### src/rtl/tg_seq_pkg.sv
// tg_seq_pkg: shared types and constants for the timing-generator power-up
// sequencer and configuration scheduler.
package tg_seq_pkg;

  // Default width of each B-config word.
  localparam int TG_CFG_W = 4;

  // Reset values of the shadow and applied B-config words.
  localparam int TG_CFG1_DEF = 5;
  localparam int TG_CFG2_DEF = 7;
  localparam int TG_CFG3_DEF = 9;

  // Sequencer states. The encodings are visible on seq_state and must not change.
  typedef enum logic [2:0] {
    ST_OFF    = 3'd0,
    ST_WAKE   = 3'd1,
    ST_LOAD   = 3'd2,
    ST_SETTLE = 3'd3,
    ST_RUN    = 3'd4
  } seq_state_e;

endpackage

### src/rtl/tg_seq_ctrl_if.sv
// tg_seq_ctrl_if: host/power/generator-facing signal bundle of tg_seq_ctrl.
// The master modport is the environment (power domain, host, generator);
// the slave modport is the sequencer itself.
interface tg_seq_ctrl_if
  import tg_seq_pkg::*;
#(
  parameter int CFG_W = TG_CFG_W
) ();

  logic             pu_req;
  logic             cfg_req;
  logic [CFG_W-1:0] cfg_b1;
  logic [CFG_W-1:0] cfg_b2;
  logic [CFG_W-1:0] cfg_b3;
  logic             cfg_ack;
  logic             tg_frame_end;
  logic [CFG_W-1:0] tg_b1;
  logic [CFG_W-1:0] tg_b2;
  logic [CFG_W-1:0] tg_b3;
  logic             tg_rstb;
  logic             tg_run;
  logic [2:0]       seq_state;
  logic             err_tmo;

  modport master (
    output pu_req, cfg_req, cfg_b1, cfg_b2, cfg_b3, tg_frame_end,
    input  cfg_ack, tg_b1, tg_b2, tg_b3, tg_rstb, tg_run, seq_state, err_tmo
  );

  modport slave (
    input  pu_req, cfg_req, cfg_b1, cfg_b2, cfg_b3, tg_frame_end,
    output cfg_ack, tg_b1, tg_b2, tg_b3, tg_rstb, tg_run, seq_state, err_tmo
  );

endinterface

### src/rtl/tg_seq_shadow.sv
// tg_seq_shadow: shadow copies of the three B-config words, the pending flag,
// capture of host requests and application of the shadow to the generator.
// The applied words only move on a LOAD cycle or on an apply event, so the
// generator never sees a partially updated configuration within a period.
module tg_seq_shadow
  import tg_seq_pkg::*;
#(
  parameter int CFG_W    = TG_CFG_W,
  parameter int CFG1_DEF = TG_CFG1_DEF,
  parameter int CFG2_DEF = TG_CFG2_DEF,
  parameter int CFG3_DEF = TG_CFG3_DEF
) (
  input  logic             clk,
  input  logic             rst,
  input  logic             cfg_req_i,
  input  logic [CFG_W-1:0] cfg_b1_i,
  input  logic [CFG_W-1:0] cfg_b2_i,
  input  logic [CFG_W-1:0] cfg_b3_i,
  input  logic             load_i,    // sequencer is in LOAD this cycle
  input  logic             fe_i,      // generator frame end while in RUN
  input  logic             force_i,   // timeout-forced apply
  output logic             ack_o,
  output logic             pend_o,
  output logic [CFG_W-1:0] tg_b1_o,
  output logic [CFG_W-1:0] tg_b2_o,
  output logic [CFG_W-1:0] tg_b3_o
);

  localparam logic [CFG_W-1:0] DEF1 = CFG_W'(CFG1_DEF);
  localparam logic [CFG_W-1:0] DEF2 = CFG_W'(CFG2_DEF);
  localparam logic [CFG_W-1:0] DEF3 = CFG_W'(CFG3_DEF);

  logic [CFG_W-1:0] sh1_q, sh1_d;
  logic [CFG_W-1:0] sh2_q, sh2_d;
  logic [CFG_W-1:0] sh3_q, sh3_d;
  logic [CFG_W-1:0] b1_q, b1_d;
  logic [CFG_W-1:0] b2_q, b2_d;
  logic [CFG_W-1:0] b3_q, b3_d;
  logic             pend_q, pend_d;
  logic             ack_s;
  logic             upd_s;

  // Apply decision, pending-flag update and shadow capture.
  always_comb begin
    sh1_d  = sh1_q;
    sh2_d  = sh2_q;
    sh3_d  = sh3_q;
    b1_d   = b1_q;
    b2_d   = b2_q;
    b3_d   = b3_q;
    pend_d = pend_q;

    // Ack only when a pending update is actually consumed; LOAD always
    // refreshes the applied words, pending or not.
    ack_s = pend_q & (load_i | fe_i | force_i);
    upd_s = load_i | ack_s;

    if (upd_s) begin
      b1_d = sh1_q;
      b2_d = sh2_q;
      b3_d = sh3_q;
    end else begin
      b1_d = b1_q;
      b2_d = b2_q;
      b3_d = b3_q;
    end

    // Capture and apply are exclusive (pend 0 vs 1), which is why a request
    // captured on a frame-end cycle waits for the next frame end.
    if (ack_s) begin
      pend_d = 1'b0;
    end else if (cfg_req_i && !pend_q) begin
      pend_d = 1'b1;
      sh1_d  = cfg_b1_i;
      sh2_d  = cfg_b2_i;
      sh3_d  = cfg_b3_i;
    end else begin
      pend_d = pend_q;
    end
  end

  // Shadow, applied-word and pending-flag registers.
  always_ff @(posedge clk or posedge rst) begin
    if (rst) begin
      sh1_q  <= DEF1;
      sh2_q  <= DEF2;
      sh3_q  <= DEF3;
      b1_q   <= DEF1;
      b2_q   <= DEF2;
      b3_q   <= DEF3;
      pend_q <= 1'b0;
    end else begin
      sh1_q  <= sh1_d;
      sh2_q  <= sh2_d;
      sh3_q  <= sh3_d;
      b1_q   <= b1_d;
      b2_q   <= b2_d;
      b3_q   <= b3_d;
      pend_q <= pend_d;
    end
  end

  assign ack_o   = ack_s;
  assign pend_o  = pend_q;
  assign tg_b1_o = b1_q;
  assign tg_b2_o = b2_q;
  assign tg_b3_o = b3_q;

endmodule

### src/rtl/tg_seq_ctrl.sv
// tg_seq_ctrl: power-up sequencer (OFF/WAKE/LOAD/SETTLE/RUN) gating the timing
// generator reset, plus frame-boundary scheduling of B-config updates.
// Optional feature: define TG_SEQ_TMO_EN to force a pending update after
// TMO_CYC RUN cycles without a frame end and raise the sticky err_tmo flag.
module tg_seq_ctrl
  import tg_seq_pkg::*;
#(
  parameter int CFG_W      = TG_CFG_W,
  parameter int CNT_W      = 8,
  parameter int WAKE_CYC   = 16,
  parameter int SETTLE_CYC = 4,
  parameter int CFG1_DEF   = TG_CFG1_DEF,
  parameter int CFG2_DEF   = TG_CFG2_DEF,
  parameter int CFG3_DEF   = TG_CFG3_DEF,
  parameter int TMO_CYC    = 64
) (
  input  logic          clk,
  input  logic          rst,
  tg_seq_ctrl_if.slave  bus
);

  // Counters load N-1 so that WAKE/SETTLE last exactly N cycles.
  localparam logic [CNT_W-1:0] CNT_ZERO  = CNT_W'(0);
  localparam logic [CNT_W-1:0] CNT_ONE   = CNT_W'(1);
  localparam logic [CNT_W-1:0] WAKE_LD   = CNT_W'(WAKE_CYC - 1);
  localparam logic [CNT_W-1:0] SETTLE_LD = CNT_W'(SETTLE_CYC - 1);

  seq_state_e       state_q, state_d, fsm_nxt_s;
  logic [CNT_W-1:0] cnt_q, cnt_d, cnt_nxt_s;
  logic             rstb_q, rstb_d;
  logic             run_q, run_d;
  logic             load_s;
  logic             fe_s;
  logic             force_s;
  logic             pend_s;
  logic             ack_s;
  logic             err_tmo_s;
  logic [CFG_W-1:0] b1_s, b2_s, b3_s;

  // Sequencer next state and counter; dropping pu_req overrides everything.
  always_comb begin
    fsm_nxt_s = state_q;
    cnt_nxt_s = cnt_q;
    state_d   = state_q;
    cnt_d     = cnt_q;

    case (state_q)
      ST_OFF: begin
        if (bus.pu_req) begin
          fsm_nxt_s = ST_WAKE;
          cnt_nxt_s = WAKE_LD;
        end else begin
          fsm_nxt_s = ST_OFF;
          cnt_nxt_s = CNT_ZERO;
        end
      end
      ST_WAKE: begin
        if (cnt_q == CNT_ZERO) begin
          fsm_nxt_s = ST_LOAD;
          cnt_nxt_s = CNT_ZERO;
        end else begin
          fsm_nxt_s = ST_WAKE;
          cnt_nxt_s = cnt_q - CNT_ONE;
        end
      end
      ST_LOAD: begin
        fsm_nxt_s = ST_SETTLE;
        cnt_nxt_s = SETTLE_LD;
      end
      ST_SETTLE: begin
        if (cnt_q == CNT_ZERO) begin
          fsm_nxt_s = ST_RUN;
          cnt_nxt_s = CNT_ZERO;
        end else begin
          fsm_nxt_s = ST_SETTLE;
          cnt_nxt_s = cnt_q - CNT_ONE;
        end
      end
      ST_RUN: begin
        fsm_nxt_s = ST_RUN;
        cnt_nxt_s = CNT_ZERO;
      end
      default: begin
        fsm_nxt_s = ST_OFF;
        cnt_nxt_s = CNT_ZERO;
      end
    endcase

    if ((state_q != ST_OFF) && !bus.pu_req) begin
      state_d = ST_OFF;
      cnt_d   = CNT_ZERO;
    end else begin
      state_d = fsm_nxt_s;
      cnt_d   = cnt_nxt_s;
    end

    // Generator reset release and run flag follow the registered state,
    // so both are high from the very first RUN cycle.
    rstb_d = (state_d == ST_RUN);
    run_d  = (state_d == ST_RUN);
  end

  // Sequencer state, counter and generator control registers.
  always_ff @(posedge clk or posedge rst) begin
    if (rst) begin
      state_q <= ST_OFF;
      cnt_q   <= CNT_ZERO;
      rstb_q  <= 1'b0;
      run_q   <= 1'b0;
    end else begin
      state_q <= state_d;
      cnt_q   <= cnt_d;
      rstb_q  <= rstb_d;
      run_q   <= run_d;
    end
  end

  // Frame ends only count while the generator is running.
  assign load_s = (state_q == ST_LOAD);
  assign fe_s   = (state_q == ST_RUN) & bus.tg_frame_end;

`ifdef TG_SEQ_TMO_EN
  localparam int TMO_W = (TMO_CYC > 1) ? $clog2(TMO_CYC) : 1;
  localparam logic [TMO_W-1:0] TMO_ZERO = TMO_W'(0);
  localparam logic [TMO_W-1:0] TMO_ONE  = TMO_W'(1);
  localparam logic [TMO_W-1:0] TMO_LAST = TMO_W'(TMO_CYC - 1);

  logic [TMO_W-1:0] tmo_q, tmo_d;
  logic             err_q, err_d;

  // Timeout: count RUN cycles waiting with an update pending; force on the last.
  always_comb begin
    tmo_d   = TMO_ZERO;
    force_s = 1'b0;
    err_d   = err_q;
    if ((state_q == ST_RUN) && pend_s && !bus.tg_frame_end) begin
      if (tmo_q == TMO_LAST) begin
        force_s = 1'b1;
        tmo_d   = TMO_ZERO;
        err_d   = 1'b1;
      end else begin
        force_s = 1'b0;
        tmo_d   = tmo_q + TMO_ONE;
        err_d   = err_q;
      end
    end else begin
      force_s = 1'b0;
      tmo_d   = TMO_ZERO;
      err_d   = err_q;
    end
  end

  // Timeout counter and sticky error flag (cleared only by rst).
  always_ff @(posedge clk or posedge rst) begin
    if (rst) begin
      tmo_q <= TMO_ZERO;
      err_q <= 1'b0;
    end else begin
      tmo_q <= tmo_d;
      err_q <= err_d;
    end
  end

  assign err_tmo_s = err_q;
`else
  assign force_s   = 1'b0;
  assign err_tmo_s = 1'b0;

  // pend and TMO_CYC only feed the timeout logic, which is absent here.
  logic unused_tmo_s;
  assign unused_tmo_s = &{1'b0, pend_s, (TMO_CYC > 0)};
`endif

  tg_seq_shadow #(
    .CFG_W    (CFG_W),
    .CFG1_DEF (CFG1_DEF),
    .CFG2_DEF (CFG2_DEF),
    .CFG3_DEF (CFG3_DEF)
  ) u_shadow (
    .clk       (clk),
    .rst       (rst),
    .cfg_req_i (bus.cfg_req),
    .cfg_b1_i  (bus.cfg_b1),
    .cfg_b2_i  (bus.cfg_b2),
    .cfg_b3_i  (bus.cfg_b3),
    .load_i    (load_s),
    .fe_i      (fe_s),
    .force_i   (force_s),
    .ack_o     (ack_s),
    .pend_o    (pend_s),
    .tg_b1_o   (b1_s),
    .tg_b2_o   (b2_s),
    .tg_b3_o   (b3_s)
  );

  assign bus.cfg_ack   = ack_s;
  assign bus.tg_b1     = b1_s;
  assign bus.tg_b2     = b2_s;
  assign bus.tg_b3     = b3_s;
  assign bus.tg_rstb   = rstb_q;
  assign bus.tg_run    = run_q;
  assign bus.seq_state = state_q;
  assign bus.err_tmo   = err_tmo_s;

endmodule
### src/flat_wrapper.sv
// flat-port wrapper written by rule: the top's interface ports become plain ports
module tg_seq_ctrl_flat import tg_seq_pkg::*;
#(
  parameter int CFG_W      = TG_CFG_W,
  parameter int CNT_W      = 8,
  parameter int WAKE_CYC   = 16,
  parameter int SETTLE_CYC = 4,
  parameter int CFG1_DEF   = TG_CFG1_DEF,
  parameter int CFG2_DEF   = TG_CFG2_DEF,
  parameter int CFG3_DEF   = TG_CFG3_DEF,
  parameter int TMO_CYC    = 64
)
  (clk, rst, bus_pu_req, bus_cfg_req, bus_cfg_b1, bus_cfg_b2, bus_cfg_b3, bus_tg_frame_end, bus_cfg_ack, bus_tg_b1, bus_tg_b2, bus_tg_b3, bus_tg_rstb, bus_tg_run, bus_seq_state, bus_err_tmo);
  tg_seq_ctrl_if #(.CFG_W(CFG_W)) bus_i ();
  input  logic clk;
  input  logic rst;
  input wire logic [$bits(bus_i.pu_req)-1:0] bus_pu_req;
  input wire logic [$bits(bus_i.cfg_req)-1:0] bus_cfg_req;
  input wire logic [$bits(bus_i.cfg_b1)-1:0] bus_cfg_b1;
  input wire logic [$bits(bus_i.cfg_b2)-1:0] bus_cfg_b2;
  input wire logic [$bits(bus_i.cfg_b3)-1:0] bus_cfg_b3;
  input wire logic [$bits(bus_i.tg_frame_end)-1:0] bus_tg_frame_end;
  output wire logic [$bits(bus_i.cfg_ack)-1:0] bus_cfg_ack;
  output wire logic [$bits(bus_i.tg_b1)-1:0] bus_tg_b1;
  output wire logic [$bits(bus_i.tg_b2)-1:0] bus_tg_b2;
  output wire logic [$bits(bus_i.tg_b3)-1:0] bus_tg_b3;
  output wire logic [$bits(bus_i.tg_rstb)-1:0] bus_tg_rstb;
  output wire logic [$bits(bus_i.tg_run)-1:0] bus_tg_run;
  output wire logic [$bits(bus_i.seq_state)-1:0] bus_seq_state;
  output wire logic [$bits(bus_i.err_tmo)-1:0] bus_err_tmo;
  assign bus_i.pu_req = bus_pu_req;
  assign bus_i.cfg_req = bus_cfg_req;
  assign bus_i.cfg_b1 = bus_cfg_b1;
  assign bus_i.cfg_b2 = bus_cfg_b2;
  assign bus_i.cfg_b3 = bus_cfg_b3;
  assign bus_i.tg_frame_end = bus_tg_frame_end;
  assign bus_cfg_ack = bus_i.cfg_ack;
  assign bus_tg_b1 = bus_i.tg_b1;
  assign bus_tg_b2 = bus_i.tg_b2;
  assign bus_tg_b3 = bus_i.tg_b3;
  assign bus_tg_rstb = bus_i.tg_rstb;
  assign bus_tg_run = bus_i.tg_run;
  assign bus_seq_state = bus_i.seq_state;
  assign bus_err_tmo = bus_i.err_tmo;
  tg_seq_ctrl #(.CFG_W(CFG_W), .CNT_W(CNT_W), .WAKE_CYC(WAKE_CYC), .SETTLE_CYC(SETTLE_CYC), .CFG1_DEF(CFG1_DEF), .CFG2_DEF(CFG2_DEF), .CFG3_DEF(CFG3_DEF), .TMO_CYC(TMO_CYC)) u_core (.clk(clk), .rst(rst), .bus(bus_i));
endmodule
### config.mk
export PLATFORM = sky130hd
export DESIGN_NAME = tg_seq_ctrl_flat
export DESIGN_NICKNAME = d
export VERILOG_FILES = /design/src/rtl/tg_seq_pkg.sv /design/src/rtl/tg_seq_ctrl_if.sv /design/src/rtl/tg_seq_shadow.sv /design/src/rtl/tg_seq_ctrl.sv /design/src/flat_wrapper.sv
export SDC_FILE = /design/constraint.sdc
export NUM_CORES = 1
export LEC_CHECK = 0
export CAP_MARGIN = 10
export CORE_ASPECT_RATIO = 0.5
export CORE_MARGIN = 2
export CORE_UTILIZATION = 38
export CTS_CLUSTER_DIAMETER = 30
export DETAILED_ROUTE_END_ITERATION = 16
export DONT_BUFFER_PORTS = 1
export GPL_ROUTABILITY_DRIVEN = 0
export PLACE_DENSITY = 0.59
export REMOVE_ABC_BUFFERS = 1
export SLEW_MARGIN = 10
export SYNTH_ARGS = -nofsm -noshare
export SYNTH_HDL_FRONTEND = slang
export SYNTH_SLANG_ARGS = --single-unit
### constraint.sdc
create_clock -name clk -period 6.05 [get_ports clk]
set_clock_uncertainty 0.2 [all_clocks]
set_input_delay 1.5125 -clock clk [delete_from_list [all_inputs] [get_ports clk]]
set_output_delay 1.5125 -clock clk [all_outputs]
set_load 0.05 [all_outputs]
== Yosys cells after proc, flatten, opt, wreduce, memory -nomap -nowiden ==
Cells that the tools add are included.

* Add/subtract/negate cells: 1
* Equality and inequality tests: 5
* Mux-type cells: 11
* Bitwise operators: 5
* Reduce and logical (&&, ||, !) cells: 10

{| class="wikitable"
|+ Operators by type and width
! cell !! count
|-
| $pmux W8 S3 || 1
|-
| $mux W8 || 2
|-
| $pmux W3 S5 || 1
|-
| $logic_not A8 Y1 || 1
|-
| $sub A8 B1 Y8 const B || 1
|-
| $eq A3 B2 Y1 const B || 2
|-
| $eq A3 B3 Y1 const B || 2
|-
| $mux W3 || 2
|-
| $mux W4 || 1
|-
| $eq A3 B1 Y1 const B || 1
|-
| $logic_not A3 Y1 || 1
|-
| $mux W1 || 3
|-
| $reduce_bool A3 Y1 || 1
|-
| $and A1 B1 Y1 || 2
|-
| $logic_and A1 B1 Y1 || 2
|-
| $logic_not A1 Y1 || 2
|-
| $mux W2 || 1
|-
| $or A1 B1 Y1 || 2
|-
| $reduce_and A2 Y1 || 1
|-
| $reduce_bool A2 Y1 || 1
|-
| $reduce_or A2 Y1 || 1
|-
| $not A1 Y1 || 1
|}

* Register bits: 37
* Output and inout bits: 19

== Depth between registers and ports, before layout ==
Gate-level depths: netlist of the first run.

* Depth after elaboration: 6
* Mapped depth: 6

== Modules after synthesis ==
Synthesis of the first run repeated with hierarchy kept, for this count alone.

* Cells, all modules: 171
* Area total of the unflattened synthesis: 1896.8 µm²

{| class="wikitable"
|+ Modules (own cells, without submodules)
! module !! times used !! cells an instance !! area an instance (µm²)
|-
| tg_seq_shadow || 1 || 99 || 1216.2
|-
| tg_seq_ctrl || 1 || 72 || 680.7
|}

== Worst setup path before layout of the first run ==
Ideal clock, no wire load.

* Path kind: input -> output
* Start: in bus_tg_frame_end
* End: out bus_cfg_ack
* Arrival time: 2425 ps
* Required time: 4337 ps
* Setup slack: 1913 ps
* Cell stages on the path: 2
* Path buffers: 0
* Cells stage by stage: nand3b_1 -> a21oi_1

* Longest elaborated chain between the ends: 3

{| class="wikitable"
|+ Ends and longest elaborated chain
! item !! line !! RTL
|-
| start: declaration || flat_wrapper.sv:22 || <nowiki>input wire logic [$bits(bus_i.tg_frame_end)-1:0] bus_tg_frame_end;</nowiki>
|-
| $and A1 B1 Y1 || tg_seq_ctrl.sv:120 || <nowiki>assign fe_s = (state_q == ST_RUN) & bus.tg_frame_end;</nowiki>
|-
| $or A1 B1 Y1 || tg_seq_shadow.sv:55 || <nowiki>ack_s = pend_q & (load_i | fe_i | force_i);</nowiki>
|-
| $and A1 B1 Y1 || tg_seq_shadow.sv:55 ||
|-
| end: declaration || flat_wrapper.sv:23 || <nowiki>output wire logic [$bits(bus_i.cfg_ack)-1:0] bus_cfg_ack;</nowiki>
|}

No other way between the ends.

== Worst setup path in the final report of the first run ==
Ends and elaborated chain as after synthesis.

==> metrics.md, run 1 <==
| Metric | Value |
|---|---|
| Die area | `4830 um^2` |
| Routed vias | `924` |
| H-tree levels | `2` |
| Clk buf depth | `2` |
| Starting DRT DRC Count | `35` |
| Max Freq | `0.239 GHz` |
| Worst IR drop on VDD | `0.204 mV` |
| Final hold vios | `0` |
| Hold Path Depth | `1` |
| Drt drc | `0` |
| Drt pass-1 iters | `4` |
| # diodes | `0` |
| Nets | `146` |
| CTS buffer count | `5` |
| Crit share post-route | `69.1%` |
| Largest net degree at the start of global routing | `38` |
| TNS Setup | `0 ps` |
| Fin. max-slew vios | `0` |
| Kind of cell adding the most delay to the critical path | `compound AO/OA/AOI/OAI gates` |
| CP Class | `in2out` |
| Crit. path cell count | `2` |
| Seq/Total Area, Yosys | `58.2%` |
| Global Route Usage Sum | `12.7%` |
| Post-synthesis cell type count | `33` |
| Global-route wire length before repair | `4.66 mm` |
| Clock tree from TritonCTS | `done` |
| Worst Hold Class | `reg2reg` |
| Crit-path max cell delay | `890 ps` |
| Yosys reg bits | `37` |
| R2R depth | `3` |
| Clock sinks | `37` |
| Core area | `4000 um^2` |
| Min Tclk post-route | `4180 ps` |
| Clock latency on the worst-skew pair | `280 ps` |
| WP data required | `4340 ps` |
| GR Overflow Total | `0` |
| Clock Pin Slew Worst Setup and Hold Paths | `70 ps` |
| Max_cap viols | `0` |
| Largest fanout on the critical path | `2` |
| Total power | `0.000904 W` |
| Post-Syn Area | `1620 um^2` |
| Final Routed Wirelength | `2.70 mm` |
| CP Data Arrival Time | `2470 ps` |
| # rows | `16` |
| HPWL after DPL | `1.83 mm` |
| Worst Tran Pin Value | `1120 ps` |
| Post-CTS Setup Bufs | `0` |
| PortBufs | `0` |
| Worst path cell trace | `nand3b_1, a21oi_1` |
| Layout area overhead | `9.34%` |
| Initial core utilization | `40.5%` |
| Post-cts resize count | `0` |
| WL per Instance | `14.8 um` |
| Fillers | `383` |
| Leakage Power | `0.721 nW` |
| Cells after Synth | `125` |
| Pwr per Cell Area | `510 nW/um^2` |
| Commonest non-fill, non-tap cells in the layout | `mux2_2, dfrtp_1, dfstp_2` |
| Die height | `50.2 um` |
| Via density | `5.08` |
| Post-DRT Antenna Nets | `0` |
| Vias in the first global route | `980` |
| Setup violations, final | `0` |
| Critical Path End Type | `output port` |
| RSZ-0062 raised after global routing | `false` |
| Max-Slew Margin vs Limit | `24.9%` |
| Crit path buf inv count | `0` |
| Setup crit start kind | `input port` |
| Die width | `96.3 um` |
| Cts hold-fix bufs | `0` |
| Status | `finished, final reports clean` |
| Root buf cell | `clkbuf_8` |
| Initial antenna violation count | `0` |
| Share of layout cells above drive strength 1 | `40.6%` |
| Commonest non-fill, non-tap cell in the layout | `mux2_2` |
| Ports | `36` |
| Syn. warnings | `0` |
| Slowest CP cell | `a21oi_1` |
| Post-Syn Area per Cell | `13.0 um^2` |
==> where the power goes <==
part | switching (W) | total, W | internal [W]
clock network | 0.0000805 | 0.000198 | 0.000118
registers | 0.000198 | 0.000567 | 0.000370
logic | 0.0000557 | 0.000138 | 0.0000826
==> final cells by class <==
type	count	area [um^2]	share of cell area (%)
Sequential cell	37	943	53.2
Multi-Input combinational cell	76	616	34.7
Clock buffer	8	111	6.29
Tap cell	54	67.6	3.81
Inverter	5	18.8	1.06
Timing Repair Buffer	2	15.0	0.847
==> cells by family after synthesis <==
group	share of synthesized area [%]
xor+xnor	1.62
fa+ha+maj	1.54
other cells	0.231
compound gates	7.49
mux	16.7
simple gates	10.4
buf+inv	3.78
flops	58.2
==> final timing paths <==
check	from	endpoint	slack, ps
min reg2reg	u_core.u_shadow.sh3_q[2]	u_core.u_shadow.tg_b3_o[2]	300
max	bus_tg_frame_end	bus_cfg_ack	1870
min in group asynchronous	rst	u_core.bus.tg_rstb	1030
max reg2reg	u_core.bus.seq_state[1]	u_core.u_shadow.pend_o	3790
min	u_core.u_shadow.sh3_q[2]	u_core.u_shadow.tg_b3_o[2]	300
max in group asynchronous	rst	u_core.u_shadow.tg_b1_o[2]	4280
==> sequential cells by signal, summed over array words and instances, names as in the netlist <==
register                 flops
u_core.u_shadow.tg_b2_o      4
u_core.bus.tg_rstb           1
u_core.cnt_q                 8
u_core.u_shadow.sh2_q        4
u_core.u_shadow.tg_b1_o      4
u_core.u_shadow.sh1_q        4
u_core.bus.seq_state         3
u_core.u_shadow.pend_o       1
u_core.u_shadow.sh3_q        4
u_core.u_shadow.tg_b3_o      4
==> cells in the mapped netlist, drive strengths merged <==
cell,number,share of area (%)
o31ai,1,0.46
o211ai,1,0.46
o21ai,3,0.93
nor2,4,0.93
nor3,3,0.93
nor2b,2,0.77
conb,1,0.23
xor2,1,0.54
inv,5,1.2
a21oi,10,3.1
nand2b,3,1.2
o32ai,1,0.54
or4,4,2.1
nand3b,1,0.46
nand4b,2,1.1
dfstp,14,23
or3b,1,0.54
dfrtp,23,36
clkbuf,3,0.69
buf,4,1.9
mux2,24,17
xnor2,2,1.1
o21bai,1,0.46
nor3b,2,0.93
nor4,1,0.39
a21bo,1,0.62
or2,2,0.77
or3,1,0.39
ha,2,1.5
o21a,2,0.93
==> per-stage QoR <==
step | hold WS (ps) | util, % | setup slack (ps) | cells | cell area [um^2]
global placement | 280 | 41.5 | 1890 | 174 | 1660
floorplan | 275 | - | 1910 | 118 | 1580
finish | 303 | 44.3 | 1870 | 182 | 1770
CTS | 309 | 44.3 | 1870 | 182 | 1770
detailed placement | 292 | 41.5 | 1870 | 174 | 1660
global route | 322 | 44.3 | 1820 | 182 | 1770
==> routing by layer <==
metal	global-route usage (%)	part of all wire [%]	wire [um]
met1	15.5	44	1200
met2	21.2	52	1400
met3	4.05	3.3	88
met4	4.93	0.37	10
met5	0	0	0
Power figures use the tool's default switching activity.
==> run 2, diff against run 1 <==
- clock period: 6.05 -> 3.9 ns (I/O delays scaled with it)
==> metrics.md, run 2 (same netlist as run 1, synthesis figures left out) <==
| Metric | Value |
|---|---|
| Worst Tran Pin Value | `871 ps (was 1120 ps)` |
| Largest net degree at the start of global routing | `38 (unchanged)` |
| Nets | `148 (was 146)` |
| Critical Path End Type | `output port (unchanged)` |
| Fillers | `365 (was 383)` |
| Global Route Usage Sum | `13.5% (was 12.7%)` |
| CP Class | `reg2out (was in2out)` |
| Initial antenna violation count | `0 (unchanged)` |
| Vias in the first global route | `1,003 (was 980)` |
| Starting DRT DRC Count | `29 (was 35)` |
| Setup violations, final | `0 (unchanged)` |
| # diodes | `0 (unchanged)` |
| Post-cts resize count | `0 (unchanged)` |
| Pwr per Cell Area | `810 nW/um^2 (was 510 nW/um^2)` |
| H-tree levels | `2 (unchanged)` |
| Via density | `5.15 (was 5.08)` |
| # rows | `16 (unchanged)` |
| Worst IR drop on VDD | `0.229 mV (was 0.204 mV)` |
| Drt pass-1 iters | `4 (unchanged)` |
| Core area | `4000 um^2 (unchanged)` |
| WL per Instance | `14.9 um (was 14.8 um)` |
| Crit path from | `u_core.bus.seq_state[1] (was bus_tg_frame_end)` |
| Clock latency on the worst-skew pair | `290 ps (was 280 ps)` |
| Post-DRT Antenna Nets | `0 (unchanged)` |
| Max_cap viols | `0 (unchanged)` |
| RSZ-0062 raised after global routing | `false (unchanged)` |
| Routed vias | `948 (was 924)` |
| Cell area after layout | `1800 um^2 (was 1770 um^2)` |
| WP data required | `2720 ps (was 4340 ps)` |
| Cts hold-fix bufs | `0 (unchanged)` |
| Commonest non-fill, non-tap cell in the layout | `mux2_2 (unchanged)` |
| Multi-input gate area | `616 um^2 (unchanged)` |
| Ports | `36 (unchanged)` |
| Post-CTS Setup Bufs | `0 (unchanged)` |
| Die area | `4830 um^2 (unchanged)` |
| Worst path cell trace | `nand2b_1, a21oi_1, buf_4 (was nand3b_1, a21oi_1)` |
| Clk buf depth | `2 (unchanged)` |
| Status | `finished, final reports clean (unchanged)` |
| Global-route wire length before repair | `4.74 mm (was 4.66 mm)` |
| Max Freq | `0.363 GHz` |
| Share of layout cells above drive strength 1 | `42.3% (was 40.6%)` |
| Reg with most FFs | `u_core.cnt_q (unchanged)` |
| HPWL after DPL | `1.90 mm (was 1.83 mm)` |
| Final hold vios | `0 (unchanged)` |
| Total power | `0.00146 W (was 0.000904 W)` |
| Clock sinks | `37 (unchanged)` |
| CP Data Arrival Time | `1580 ps (was 2470 ps)` |
| PortBufs | `0 (unchanged)` |
| Final Routed Wirelength | `2.73 mm (was 2.70 mm)` |
| Leakage Power | `0.741 nW (was 0.721 nW)` |
| Max reg flops | `8 (unchanged)` |
| TNS Setup | `0 ps (unchanged)` |
| GR Overflow Total | `0 (unchanged)` |
| Crit share post-route | `70.6%` |
| Largest fanout on the critical path | `8 (was 2)` |
| Die height | `50.2 um (unchanged)` |
| Clock tree from TritonCTS | `done (unchanged)` |
| Critical hold path startpoint | `u_core.u_shadow.sh2_q[3] (was u_core.u_shadow.sh3_q[2])` |
| Slowest CP cell | `dfrtp_1 (was a21oi_1)` |
| Placed Area | `1680 um^2 (was 1660 um^2)` |
| Drt drc | `0 (unchanged)` |
| Initial core utilization | `40.5% (unchanged)` |
| Root buf cell | `clkbuf_8 (unchanged)` |
| Die width | `96.3 um (unchanged)` |
| Worst Hold Class | `reg2reg (unchanged)` |
| Worst r2r src | `u_core.cnt_q[0] (was u_core.bus.seq_state[1])` |
| CTS buffer count | `5 (unchanged)` |
| Clock Pin Slew Worst Setup and Hold Paths | `70 ps (about the same)` |
| Max-Slew Margin vs Limit | `41.9% (was 24.9%)` |
| Worst hold margin | `305 ps (was 303 ps)` |
| Setup crit start kind | `flip-flop (was input port)` |
| Fin. max-slew vios | `0 (unchanged)` |
| Crit-path max cell delay | `720 ps (was 890 ps)` |
| FF+latch area | `943 um^2 (unchanged)` |
| Layout area overhead | `11.4% (was 9.34%)` |
| Min Tclk post-route | `2750 ps` |
| Commonest non-fill, non-tap cells in the layout | `mux2_2, dfrtp_1, dfstp_2 (unchanged)` |
-- run 2: cell count changes in the layout (fill, tap and decap cells not counted), sizes merged --
cell	previous run	this run
bufinv	0	1
clkbuf	8	6
buf	2	4
clkinv	0	1
-- run 2: cell type report --
| class | count | share of cell area (%) |
|---|---|---|
| inverter | 5 | 1.04 |
| clock inverter | 2 | 1.94 |
| tap | 54 | 3.74 |
| sequential | 37 | 52.3 |
| multi-input combinational | 76 | 34.1 |
| clock buffer | 6 | 5.20 |
| timing repair buffer | 4 | 1.66 |
-- run 2: routing by layer --
layer  global-route usage [%]  part of all wire (%)  up-vias
met5                        0                     0        -
met3                     5.71                   5.9        5
met4                     7.04                   1.6        0
met1                     15.0                    42      475
li1                         -                     -      444
met2                     22.1                    51       24
-- run 2: worst max-delay path: cells and delay by family (launching register included) --
family          cells  cell delay (ps)
flops               1              720
simple gates        1              180
buf+inv             1              220
compound gates      1              170
-- run 2: worst paths after layout --
check | endpoint | slack, ps | cells after the start
max in group asynchronous | u_core.u_shadow.sh2_q[1] | 2680 | 2
min in group asynchronous | u_core.u_shadow.sh3_q[1] | 470 | 2
max | bus_cfg_ack | 1150 | 3
max reg2reg | u_core.bus.seq_state[1] | 1800 | 5
min reg2reg | u_core.u_shadow.tg_b2_o[3] | 310 | 1
min | u_core.u_shadow.tg_b2_o[3] | 310 | 1
-- run 2: through the flow --
step	worst slack (ps)	util, %	cells
floorplan	838	-	118
global placement	1300	41.8	176
detailed placement	1300	41.8	176
CTS	1140	45.1	184
global route	1040	45.1	184
finish	1150	45.1	184
-- run 2: power by group --
group	switching [W]	internal, W	total (W)	leakage, nW
registers	0.000307	0.000573	0.000880	0.435
clock network	0.000136	0.000228	0.000364	0.0663
logic	0.0000872	0.000130	0.000217	0.240
